--- src/rtl/vga_scan_ctrl_if.sv ---
// Scan/video bus between vga_scan_ctrl (master) and the SoC pixel source / board pins (slave).
// Frame interrupt signals exist only when VGA_FRAME_IRQ_EN is defined.
interface vga_scan_ctrl_if;
   logic [9:0]  pixel_x;
   logic [8:0]  pixel_y;
   logic        pixel;
   logic        video_on;
   logic        frame_start;
   logic        vga_hsync;
   logic        vga_vsync;
   logic [11:0] vga_rgb;
`ifdef VGA_FRAME_IRQ_EN
   logic        frame_irq;
   logic        irq_clear;

   modport master (
      output pixel_x, pixel_y, video_on, frame_start, vga_hsync, vga_vsync, vga_rgb, frame_irq,
      input  pixel, irq_clear
   );
   modport slave (
      input  pixel_x, pixel_y, video_on, frame_start, vga_hsync, vga_vsync, vga_rgb, frame_irq,
      output pixel, irq_clear
   );
`else
   modport master (
      output pixel_x, pixel_y, video_on, frame_start, vga_hsync, vga_vsync, vga_rgb,
      input  pixel
   );
   modport slave (
      input  pixel_x, pixel_y, video_on, frame_start, vga_hsync, vga_vsync, vga_rgb,
      output pixel
   );
`endif
endinterface

--- src/rtl/vga_scan_ctrl.sv ---
// Raster scan controller: pixel divider, h/v counters, registered coordinates and a
// one-pixel-delayed sync/colour stage. Define VGA_FRAME_IRQ_EN for the sticky frame_irq.
module vga_scan_ctrl #(
   parameter int          CLK_DIV   = 2,
   parameter int          H_VISIBLE = 640,
   parameter int          H_FRONT   = 16,
   parameter int          H_SYNC    = 96,
   parameter int          H_BACK    = 48,
   parameter int          V_VISIBLE = 480,
   parameter int          V_FRONT   = 10,
   parameter int          V_SYNC    = 2,
   parameter int          V_BACK    = 33,
   parameter logic [11:0] FG_COLOUR = 12'hFFF,
   parameter logic [11:0] BG_COLOUR = 12'h000
) (
   input logic             HCLK,
   input logic             HRESETn,
   vga_scan_ctrl_if.master bus
);
   localparam int H_TOTAL = H_VISIBLE + H_FRONT + H_SYNC + H_BACK;
   localparam int V_TOTAL = V_VISIBLE + V_FRONT + V_SYNC + V_BACK;

   localparam logic [1:0] DIV_LAST = 2'(CLK_DIV - 1);
   localparam logic [9:0] H_LAST   = 10'(H_TOTAL - 1);
   localparam logic [9:0] V_LAST   = 10'(V_TOTAL - 1);
   localparam logic [9:0] H_VIS    = 10'(H_VISIBLE);
   localparam logic [9:0] V_VIS    = 10'(V_VISIBLE);
   localparam logic [9:0] HS_BEG   = 10'(H_VISIBLE + H_FRONT);
   localparam logic [9:0] HS_END   = 10'(H_VISIBLE + H_FRONT + H_SYNC - 1);
   localparam logic [9:0] VS_BEG   = 10'(V_VISIBLE + V_FRONT);
   localparam logic [9:0] VS_END   = 10'(V_VISIBLE + V_FRONT + V_SYNC - 1);

   logic [1:0] div;
   logic       pix_en;
   logic [9:0] h_cnt;
   logic [9:0] v_cnt;
   logic [9:0] h_nxt;
   logic [9:0] v_nxt;
   logic       vis_nxt;
   logic       hs_nxt;
   logic       vs_nxt;
   logic       hs_d;
   logic       vs_d;

   // Everything registered at a pixel edge is derived from the post-increment counts.
   always_comb begin
      pix_en  = (div == DIV_LAST);
      h_nxt   = (h_cnt == H_LAST) ? 10'd0 : h_cnt + 10'd1;
      v_nxt   = v_cnt;
      if (h_cnt == H_LAST) begin
         v_nxt = (v_cnt == V_LAST) ? 10'd0 : v_cnt + 10'd1;
      end
      vis_nxt = (h_nxt < H_VIS) && (v_nxt < V_VIS);
      hs_nxt  = (h_nxt >= HS_BEG) && (h_nxt <= HS_END);
      vs_nxt  = (v_nxt >= VS_BEG) && (v_nxt <= VS_END);
   end

   always_ff @(posedge HCLK or negedge HRESETn) begin
      if (!HRESETn) begin
         div <= 2'd0;
      end else if (pix_en) begin
         div <= 2'd0;
      end else begin
         div <= div + 2'd1;
      end
   end

   // video_on doubles as the delayed visible flag: it describes the coordinate now on pixel_x/y,
   // whose pixel value is sampled at the following pixel edge.
   always_ff @(posedge HCLK or negedge HRESETn) begin
      if (!HRESETn) begin
         h_cnt         <= 10'd0;
         v_cnt         <= 10'd0;
         bus.pixel_x   <= 10'd0;
         bus.pixel_y   <= 9'd0;
         bus.video_on  <= 1'b0;
         hs_d          <= 1'b0;
         vs_d          <= 1'b0;
         bus.vga_rgb   <= 12'h000;
         bus.vga_hsync <= 1'b1;
         bus.vga_vsync <= 1'b1;
      end else if (pix_en) begin
         h_cnt         <= h_nxt;
         v_cnt         <= v_nxt;
         bus.pixel_x   <= vis_nxt ? h_nxt : 10'd0;
         bus.pixel_y   <= vis_nxt ? v_nxt[8:0] : 9'd0;
         bus.video_on  <= vis_nxt;
         hs_d          <= hs_nxt;
         vs_d          <= vs_nxt;
         bus.vga_rgb   <= bus.video_on ? (bus.pixel ? FG_COLOUR : BG_COLOUR) : 12'h000;
         bus.vga_hsync <= ~hs_d;
         bus.vga_vsync <= ~vs_d;
      end
   end

   always_ff @(posedge HCLK or negedge HRESETn) begin
      if (!HRESETn) begin
         bus.frame_start <= 1'b0;
      end else begin
         bus.frame_start <= pix_en && (h_nxt == 10'd0) && (v_nxt == 10'd0);
      end
   end

`ifdef VGA_FRAME_IRQ_EN
   // A new frame outranks a simultaneous clear so no frame event is lost.
   always_ff @(posedge HCLK or negedge HRESETn) begin
      if (!HRESETn) begin
         bus.frame_irq <= 1'b0;
      end else if (bus.frame_start) begin
         bus.frame_irq <= 1'b1;
      end else if (bus.irq_clear) begin
         bus.frame_irq <= 1'b0;
      end
   end
`endif

endmodule

--- src/flat_wrapper.sv ---
// flat-port wrapper written by rule: the top's interface ports become plain ports
module vga_scan_ctrl_flat 
#(
   parameter int          CLK_DIV   = 2,
   parameter int          H_VISIBLE = 640,
   parameter int          H_FRONT   = 16,
   parameter int          H_SYNC    = 96,
   parameter int          H_BACK    = 48,
   parameter int          V_VISIBLE = 480,
   parameter int          V_FRONT   = 10,
   parameter int          V_SYNC    = 2,
   parameter int          V_BACK    = 33,
   parameter logic [11:0] FG_COLOUR = 12'hFFF,
   parameter logic [11:0] BG_COLOUR = 12'h000
)
  (HCLK, HRESETn, bus_pixel_x, bus_pixel_y, bus_video_on, bus_frame_start, bus_vga_hsync, bus_vga_vsync, bus_vga_rgb, bus_pixel);
  vga_scan_ctrl_if bus_i ();
  input logic HCLK;
  input logic HRESETn;
  output wire logic [$bits(bus_i.pixel_x)-1:0] bus_pixel_x;
  output wire logic [$bits(bus_i.pixel_y)-1:0] bus_pixel_y;
  output wire logic [$bits(bus_i.video_on)-1:0] bus_video_on;
  output wire logic [$bits(bus_i.frame_start)-1:0] bus_frame_start;
  output wire logic [$bits(bus_i.vga_hsync)-1:0] bus_vga_hsync;
  output wire logic [$bits(bus_i.vga_vsync)-1:0] bus_vga_vsync;
  output wire logic [$bits(bus_i.vga_rgb)-1:0] bus_vga_rgb;
  input wire logic [$bits(bus_i.pixel)-1:0] bus_pixel;
  assign bus_pixel_x = bus_i.pixel_x;
  assign bus_pixel_y = bus_i.pixel_y;
  assign bus_video_on = bus_i.video_on;
  assign bus_frame_start = bus_i.frame_start;
  assign bus_vga_hsync = bus_i.vga_hsync;
  assign bus_vga_vsync = bus_i.vga_vsync;
  assign bus_vga_rgb = bus_i.vga_rgb;
  assign bus_i.pixel = bus_pixel;
  vga_scan_ctrl #(.CLK_DIV(CLK_DIV), .H_VISIBLE(H_VISIBLE), .H_FRONT(H_FRONT), .H_SYNC(H_SYNC), .H_BACK(H_BACK), .V_VISIBLE(V_VISIBLE), .V_FRONT(V_FRONT), .V_SYNC(V_SYNC), .V_BACK(V_BACK), .FG_COLOUR(FG_COLOUR), .BG_COLOUR(BG_COLOUR)) u_core (.HCLK(HCLK), .HRESETn(HRESETn), .bus(bus_i));
endmodule
--- config.mk ---
export PLATFORM = sky130hd
export DESIGN_NAME = vga_scan_ctrl_flat
export DESIGN_NICKNAME = d
export VERILOG_FILES = /design/src/rtl/vga_scan_ctrl_if.sv /design/src/rtl/vga_scan_ctrl.sv /design/src/flat_wrapper.sv
export SDC_FILE = /design/constraint.sdc
export NUM_CORES = 1
export LEC_CHECK = 0
export CAP_MARGIN = 15
export CORE_MARGIN = 4
export CORE_UTILIZATION = 59
export DETAILED_ROUTE_END_ITERATION = 12
export GPL_ROUTABILITY_DRIVEN = 0
export PLACE_DENSITY = 0.81
export SLEW_MARGIN = 5
export SYNTH_ARGS = -nofsm -noshare
export SYNTH_HDL_FRONTEND = slang
export SYNTH_SLANG_ARGS = --single-unit
--- constraint.sdc ---
create_clock -name HCLK -period 7.05 [get_ports HCLK]
set_input_delay 1.41 -clock HCLK [delete_from_list [all_inputs] [get_ports HCLK]]
set_output_delay 1.41 -clock HCLK [all_outputs]
set_load 0.01 [all_outputs]
* Word level (Yosys, flattened, before mapping) *
Cells that the tools add are included.

storage, ports and cells
  register bits = 59
  output and inout bits = 35

cells by class
  $add $sub $neg = 3
  order comparisons = 6
  equal/unequal tests = 3
  muxes and demuxes = 8
  bitwise gates (word level) = 2
  reductions and logical operators = 7

operators by type and width
  kind                                                                count
  two-way mux 10 bit                                                  4
  two-way mux 12 bit                                                  2
  adder 10 x 1 -> 10 bit, second input constant                       2
  equality test 10 bit, second input constant                         2
  logical NOT 10 bit                                                  2
  greater-or-equal comparator 10 bit, second input constant           1
  greater-or-equal comparator 10 x 9 -> 1 bit, second input constant  1
  less-or-equal comparator 10 bit, second input constant              1
  less-or-equal comparator 10 x 9 -> 1 bit, second input constant     1
  < comparator 10 bit, second input constant                          1
  < comparator 10 x 9 -> 1 bit, second input constant                 1
  two-way mux 9 bit                                                   1
  logical AND 1 bit                                                   5
  adder 2 x 1 -> 2 bit, second input constant                         1
  equality test 2 x 1 -> 1 bit, second input constant                 1
  two-way mux 2 bit                                                   1
  inverter 1 bit                                                      2

* Logic depth before layout (Yosys ltp) *
Gate-level depths: netlist (run 1).

  depth after elaboration = 6
  depth in mapped cells = 9

* Worst setup path before layout (run 1) *
No wires, ideal clock.

  kind = register to register
  from = register u_core.h_cnt[0]
  to = register u_core.bus.video_on
  setup time = 0.125 ns
  data arrival time = 2.440 ns
  path slack = 4.485 ns
  cell stages (with the launch flop) = 9
  buffers on the path = 1
  period minus slack after synthesis = 2.565 ns
  cells stage by stage = dfrtp_1 > ha_1 > nand4_1 > or3_4 > nor4_4 > a2bb2o_4 > o211a_1 > buf_6 > mux2_4

between the ends
  word-level cells in the longest chain between the ends = 4
  elaborated cells between the ends (all ways) = 7
  those cells by class = 1 x add/sub; 2 x order compare; 1 x eq/ne; 2 x mux; 1 x reduce/logical

RTL lines
  what                                                                 line                                      RTL
  from (decl)                                                          vga_scan_ctrl.sv:35                       logic [9:0] h_cnt;
  from (signal assigned)                                               vga_scan_ctrl.sv:83                       h_cnt <= h_nxt;
  adder 10 x 1 -> 10 bit or equality test 10 bit (tied branches)       vga_scan_ctrl.sv:48, vga_scan_ctrl.sv:50
  two-way mux 10 bit, on equally long branches                         vga_scan_ctrl.sv:48, vga_scan_ctrl.sv:50
  < comparator 10 bit or < comparator 10 x 9 -> 1 bit (tied branches)  vga_scan_ctrl.sv:53                       vis_nxt = (h_nxt < H_VIS) && (v_nxt < V_VIS);
  logical AND 1 bit (*)                                                vga_scan_ctrl.sv:53
  to (signal assigned)                                                 vga_scan_ctrl.sv:87                       bus.video_on <= vis_nxt;
  to (decl)                                                            vga_scan_ctrl_if.sv:26                    output pixel_x, pixel_y, video_on, frame_start, vga_hsync, vga_vsync, vga_rgb,

Mark *: on every way between the ends. The rest lies on a longest branch, timed or not.
A chain may end at the register's enable or synchronous reset.

* Worst setup path in the final report (run 1) *
Ends and elaborated chain as after synthesis.

==> results of run 1 <==
-- cells in the mapped netlist, types with 2 or more instances --
library cell / number
nand4_1: 8
mux2i_1: 2
nor3_1: 7
nor4_1: 6
dfstp_2: 2
or3_4: 2
inv_1: 10
nand3_1: 9
and2_1: 4
buf_6: 2
o21a_1: 2
nand2_1: 19
o31a_1: 3
nor2_1: 19
xor2_1: 8
and4_1: 5
dfrtp_1: 46
buf_4: 13
o21ai_0: 12
a21oi_1: 7
ha_1: 5
a22o_1: 19
a21o_1: 11
and3_1: 4
a211oi_1: 2
clkbuf_1: 13
xnor2_1: 7
nand2b_1: 4
-- layer usage --
metal | vias up | part of all wire (%) | wire length (microns)
met4 | 0 | 1.7 | 101
met2 | 106 | 44 | 2605
met3 | 13 | 7.6 | 449
met1 | 1061 | 47 | 2778
li1 | 1012 | - | -
met5 | - | 0 | 0
-- registers in the layout, indices dropped and copies added (netlist names) --
signal	count
u_core.div	2
u_core.bus.video_on	1
u_core.hs_d	1
u_core.bus.frame_start	1
u_core.bus.vga_vsync	1
u_core.bus.pixel_y	9
u_core.vs_d	1
u_core.bus.vga_rgb	1
u_core.bus.pixel_x	10
u_core.h_cnt	10
u_core.bus.vga_hsync	1
u_core.v_cnt	10
-- power groups by stage --
stage | Clock, mW | Sequential (mW) | Combinational (mW)
floorplan | 0 | 0.282 | 0.00648
global placement | 0 | 0.282 | 0.0151
detailed placement | 0 | 0.282 | 0.0154
CTS | 0.175 | 0.276 | 0.0153
global route | 0.189 | 0.276 | 0.0186
finish | 0.172 | 0.276 | 0.0166
-- final cells by class --
cell class / instances / area, sq um
Sequential cell: 48 / 1204
Clock inverter: 2 / 13.76
Fill cell: 337 / 1282
Multi-Input combinational cell: 187 / 1291
Timing Repair Buffer: 40 / 407.9
Inverter: 10 / 37.54
Tap cell: 52 / 65.06
Clock buffer: 6 / 82.58
-- stage by stage --
step / power (mW) / area, sq um / hold WS (ns)
floorplan: 0.2883 / 2704 / 0.4053
global placement: 0.2967 / 2978 / 0.4119
detailed placement: 0.2971 / 2978 / 0.4207
CTS: 0.4670 / 3074 / 0.4329
global route: 0.4839 / 3102 / 0.4914
finish: 0.4644 / 3102 / 0.4272
-- kinds of logic (layout without fill, tap and decap cells) --
family	count (synthesis)	in the layout	share of synthesized area, %
AOI/OAI and AO/OA	69	69	19.62
xor gates and xnor gates	15	15	4.859
adders and majority gates	5	5	2.314
buffers and inverters	39	58	7.820
DFF	48	48	44.52
muxes	4	4	1.712
and+or+nand+nor	94	94	19.16
-- final timing paths --
check / startpoint / end / slack (ns) / depth (start not counted)
max: u_core.h_cnt[0] / u_core.bus.video_on / 3.91 / 7
min reg2reg: u_core.vs_d / u_core.bus.vga_vsync / 0.43 / 1
max in group asynchronous: HRESETn / u_core.h_cnt[1] / 5.44 / 2
min in group asynchronous: HRESETn / u_core.v_cnt[6] / 1.09 / 1
max reg2reg: u_core.h_cnt[0] / u_core.bus.video_on / 3.91 / 7
min: u_core.vs_d / u_core.bus.vga_vsync / 0.43 / 1
==> key figures, run 1 <==
Outcome
  – Status: complete, no violations

Setup path
  – Data arrival, critical path: 3.33 ns
  – Critical-path maximum fanout: 21
  – Startpoint Class: register
  – Crit-path slowest cell: or3_4
  – Buf/Inv on CP: 0
  – Crit path largest cell delay: 0.56 ns
  – Crit. End Element: register
  – Critical Path, Cell by Cell: ha_1 -> nand4_1 -> or3_4 -> nor4_4 -> a2bb2o_4 -> o211a_1 -> mux2_4
  – CP top delay family: simple AND/OR/NAND/NOR gates
  – Crit Path Class: reg2reg
  – Req. time, crit path: 7.23 ns

Yosys
  – YS warnings: 0
  – Synth cell types: 51
  – Asr flop ratio synth: 100.0%
  – Flops & latches, synth: 48
  – Mapped Area: 0.002704 sq mm
  – Area contributors post-synth: dfrtp_1, a22o_1, buf_4, a21o_1, nand2_1
  – Top FF cell, synth: dfrtp_1
  – Cell taking the most area after synthesis: dfrtp_1
  – Register area share after synthesis: 44.52%
  – Share of the synthesized area in the top cell type: 42.57%
  – Syn Inst Count: 274
  – Mean Syn Cell Area: 9.868 sq um
  – Net count after synthesis: 282
  – EDFF count, synth: 0

Route
  – 1st-iter DRT viols: 200
  – DR vias: 2,192
  – Detailed Routing Iterations Pass 1: 4
  – Routed WL: 5.935 mm
  – Drt drc: 0
  – Vias/cell: 6.354
  – Avg WL per Cell: 17.20 microns
  – DRT antenna net count: 0

Clock network
  – Htree depth: 2
  – Post-CTS Hold Buffers: 0
  – CTS tree: yes
  – Sink Count: 48
  – Post-CTS setup-driven buffer insertion count: 0
  – Clk_lat worst skew: 0.30 ns
  – Clk slew on worst S/H paths: 0.09 ns
  – Clock Tree Buf Depth: 2
  – Root Buffer: clkbuf_8
  – Total CTS buffers: 5
  – Post-CTS sizing: 0

Power
  – Maximum vdd drop: 99.50 uV
  – Pwr Density: 149.7 mW/mm^2
  – Pint: 0.3637 mW
  – Comb power frac: 3.6%
  – Clock power frac: 37.0%
  – Reg power frac: 59.5%
  – NetSw: 0.1007 mW
  – Leak Pwr: 1.393 nW
  – Switch share: 21.68%

Layout
  – Commonest non-fill, non-tap cell in the layout: dfrtp_1
  – Layout cells sized above 1: 8.532%
  – Antenna Cells: 0
  – Final Util: 70.75%
  – Area grow syn2layout: 14.72%
  – Nets: 300
  – Fin cells: 345
  – Commonest cells after routing, fill and taps aside: dfrtp_1, clkdlybuf4s50_1, nand2_1, nor2_1, a22o_1

STA
  – Relative slew margins: 50.95%
  – Worst-margin pin slew: 0.7291 ns
  – Hold Fails Final Rpt: 0
  – Crit path time final: 3.142 ns
  – Max-slew violation count: 0
  – Final Cycle Share: 44.57%
  – Max Fclk: 318.2 MHz
  – RSZ-0062 raised after global routing: false
  – Setup Total Neg Slack: 0 ns
  – Setup ws final: 3.908 ns
  – Final Skew: 0.006185 ns
  – Final Setup Violations: 0

Floorplan
  – Row cnt: 24
  – Die extent in x: 75.70 microns
  – Core area: 0.004384 sq mm
  – Chip height: 75.70 microns
  – Die Area: 0.005730 sq mm
  – Initial Util: 61.67%
  – # IOs: 38

Global route
  – M2 GR Usage: 33.75%
  – Pin count of the biggest net entering global routing: 62
  – M3 GR Usage: 4.749%
  – Vias in the first global route: 1,973
  – Gr ovfl total: 0
  – Global routing's busiest layer: met1
  – GR Util All Layers: 22.77%
  – Initial antenna violation count: 0
  – First-pass GRT wire length: 9.860 mm
  – Grt met1 use: 34.38%

Placement
  – Count of input and output buffers: 37
  – Final HPWL DP: 4.105 mm
  – Pre-CTS setup slack: 3.993 ns
  – Dpl cells: 336

Flow run
  – Maxcap violations: 0

Min path
  – HP Class: reg2reg
No activity file was read; power rests on OpenSTA's default activity.
==> run 2: changes to the inputs <==
CORE_UTILIZATION = 55   (was 59)
PLACE_DENSITY = 0.76   (was 0.81)
clock period = 3.03 ns   (was 7.05 ns; I/O delays follow)
==> run 2 against run 1 <==
Effect of this change:
- highest routed layer unchanged
- fmax is 16% higher
- sequential power is 130% higher
- largest power group unchanged
- worst setup slack worse by 3.6 ns
- wire length is 1.2% lower
- design area is 1.9% higher
- global-route usage is 1.8 points lower
- count of clock-buffer cells in the layout stayed put
- via count is 0.46% lower
==> key figures, run 2 (same netlist as run 1, synthesis figures left out) <==
STA
  – Max-slew violation count: 0 (unchanged)
  – Worst-margin pin slew: 0.6277 ns (-0.1013 ns)
  – Relative slew margins: 58.15% (+7.2 points)
  – Hold Fails Final Rpt: 0 (unchanged)
  – Setup Total Neg Slack: 0 ns (unchanged)
  – Final Setup Violations: 0 (unchanged)
  – Hold Slack: 0.2840 ns (-0.1431 ns)
  – Max Fclk: 370.0 MHz (+16%)
  – Final Skew: 0.01557 ns (+0.009382 ns)
  – RSZ-0062 raised after global routing: false
  – Final Cycle Share: 89.20% (+45 points)
  – Crit path time final: 2.703 ns (-0.4395 ns)

Clock network
  – Htree depth: 2 (unchanged)
  – Post-CTS sizing: 0 (unchanged)
  – Sink Count: 48 (unchanged)
  – Total CTS buffers: 5 (unchanged)
  – CTS tree: yes
  – Clk slew on worst S/H paths: 0.09 ns (about the same)
  – Post-CTS Hold Buffers: 0 (unchanged)
  – Root Buffer: clkbuf_8
  – Clk_lat worst skew: 0.31 ns (about the same)
  – Post-CTS setup-driven buffer insertion count: 0 (unchanged)
  – Clock Tree Buf Depth: 2 (unchanged)

Global route
  – Vias in the first global route: 2,129 (+7.9%)
  – Initial antenna violation count: 0 (unchanged)
  – First-pass GRT wire length: 10.25 mm (+3.9%)
  – GR Util All Layers: 20.97% (-1.8 points)
  – M2 GR Usage: 29.37% (-4.4 points)
  – M3 GR Usage: 3.326% (-1.4 points)
  – Grt met1 use: 30.86% (-3.5 points)
  – Pin count of the biggest net entering global routing: 49 (-21%)
  – Gr ovfl total: 0 (unchanged)
  – Global routing's busiest layer: met1

Power
  – Leak Pwr: 1.417 nW (+1.7%)
  – Pwr Density: 333.8 mW/mm^2 (+120%)
  – Maximum vdd drop: 203.9 uV (+100%)

Layout
  – Layout cells sized above 1: 10.33% (+1.8 points)
  – Largest regs: u_core.bus.pixel_x (10), u_core.h_cnt (10), u_core.v_cnt (10)
  – Commonest non-fill, non-tap cell in the layout: dfrtp_1
  – Nets: 307 (+2.3%)
  – Area grow syn2layout: 16.94%
  – Commonest cells after routing, fill and taps aside: dfrtp_1, clkdlybuf4s50_1, nand2_1, nor2_1, a22o_1
  – Antenna Cells: 0 (unchanged)
  – FILL cells: 398 (+18%)

Route
  – Vias/cell: 5.946 (-6.4%)
  – 1st-iter DRT viols: 145 (-28%)
  – Routed WL: 5.866 mm (-1.2%)
  – DR vias: 2,182 (-0.46%)
  – Drt drc: 0 (unchanged)
  – Avg WL per Cell: 15.98 microns (-7.1%)
  – DRT antenna net count: 0 (unchanged)
  – Detailed Routing Iterations Pass 1: 4 (unchanged)

Floorplan
  – # IOs: 38 (unchanged)
  – Die Area: 0.006102 sq mm (+6.5%)
  – Row cnt: 25 (+4.2%)
  – Initial Util: 56.87% (-4.8 points)
  – Chip height: 78.12 microns (+3.2%)
  – Core area: 0.004755 sq mm (+8.4%)
  – Die extent in x: 78.12 microns (+3.2%)

Setup path
  – R2R Setup Slk: 0.33 ns (-3.58 ns)
  – Crit Reg-Reg Startpoint: u_core.h_cnt[0]
  – Data arrival, critical path: 2.90 ns (-0.43 ns)
  – Crit Path Class: reg2reg
  – Worst r2r path cells: 8 (+1)
  – Startpoint Class: register
  – Crit. End Element: register
  – Req. time, crit path: 3.22 ns (-4.01 ns)
  – Critical-path maximum fanout: 21 (unchanged)
  – Capturing point of the worst reg2reg path: u_core.bus.video_on

Placement
  – Final HPWL DP: 4.101 mm (about the same)
  – Count of input and output buffers: 37 (unchanged)

Min path
  – HP Class: in2async

Outcome
  – Status: complete, no violations

Flow run
  – Maxcap violations: 0 (unchanged)
## run 2: changes by cell type in the layout (fill, tap and decap cells not counted)
cell	before	now
buf_4	2	9
clkbuf_1	0	1
clkbuf_8	6	5
clkinvlp_4	0	1
inv_6	1	0
## run 2: stage by stage
stage	instance area [sq um]	worst slack [ns]	utilization, %	cells	power (mW)
after global routing	3162	0.1742	66.50	367	1.098
after detailed placement	3049	0.3645	64.13	358	0.6912
after CTS	3134	0.3388	65.92	366	1.064
after global placement	3049	0.4179	64.13	358	0.6905
final	3162	0.3273	66.50	367	1.055
after floorplan	2704	0.4646	-	274	0.6708
## run 2: report_power, final
group	internal, mW	total (mW)	leakage [nW]	switching [mW]
registers	0.641	0.643	0.632	0.00199
logic	0.0187	0.0386	0.743	0.0199
clock network	0.162	0.374	0.0412	0.212
## run 2: layout make-up
type | count | area, sq um | share of cell area (%)
Tap cell | 67 | 83.83 | 2.651
Clock inverter | 2 | 12.51 | 0.3957
Timing Repair Buffer | 47 | 460.4 | 14.56
Sequential cell | 48 | 1204 | 38.07
Multi-Input combinational cell | 187 | 1291 | 40.84
Clock buffer | 6 | 72.57 | 2.295
Inverter | 10 | 37.54 | 1.187
## run 2: how the worst max path moves through the flow
stage | slack, ns | start | endpoint | depth (start not counted)
6_report | 0.33 | u_core.h_cnt[0] | u_core.bus.video_on | 8
4_1_cts | 0.34 | u_core.h_cnt[7] | u_core.bus.video_on | 7
2_1_floorplan | 0.46 | u_core.h_cnt[0] | u_core.bus.video_on | 8
5_1_grt | 0.17 | u_core.h_cnt[0] | u_core.bus.pixel_y[3] | 8
3_5_place_dp | 0.36 | u_core.h_cnt[1] | u_core.bus.video_on | 8
3_3_place_gp | 0.42 | u_core.h_cnt[7] | u_core.bus.video_on | 7
## run 2: routing by layer
layer / vias up / share of wire [%] / wire (microns)
met5: - / 0 / 0
met4: 0 / 3.6 / 213
met3: 24 / 6.6 / 390
met2: 93 / 42 / 2486
met1: 1040 / 47 / 2776
li1: 1025 / - / -
## run 2: worst max-delay path: stages (launching register included)
cell,delay [ns]
dfrtp_1,0.48
ha_1,0.27
nand4_1,0.14
or3_4,0.48
nor4_4,0.35
a2bb2o_4,0.24
o211a_1,0.21
buf_4,0.16
mux2_4,0.25
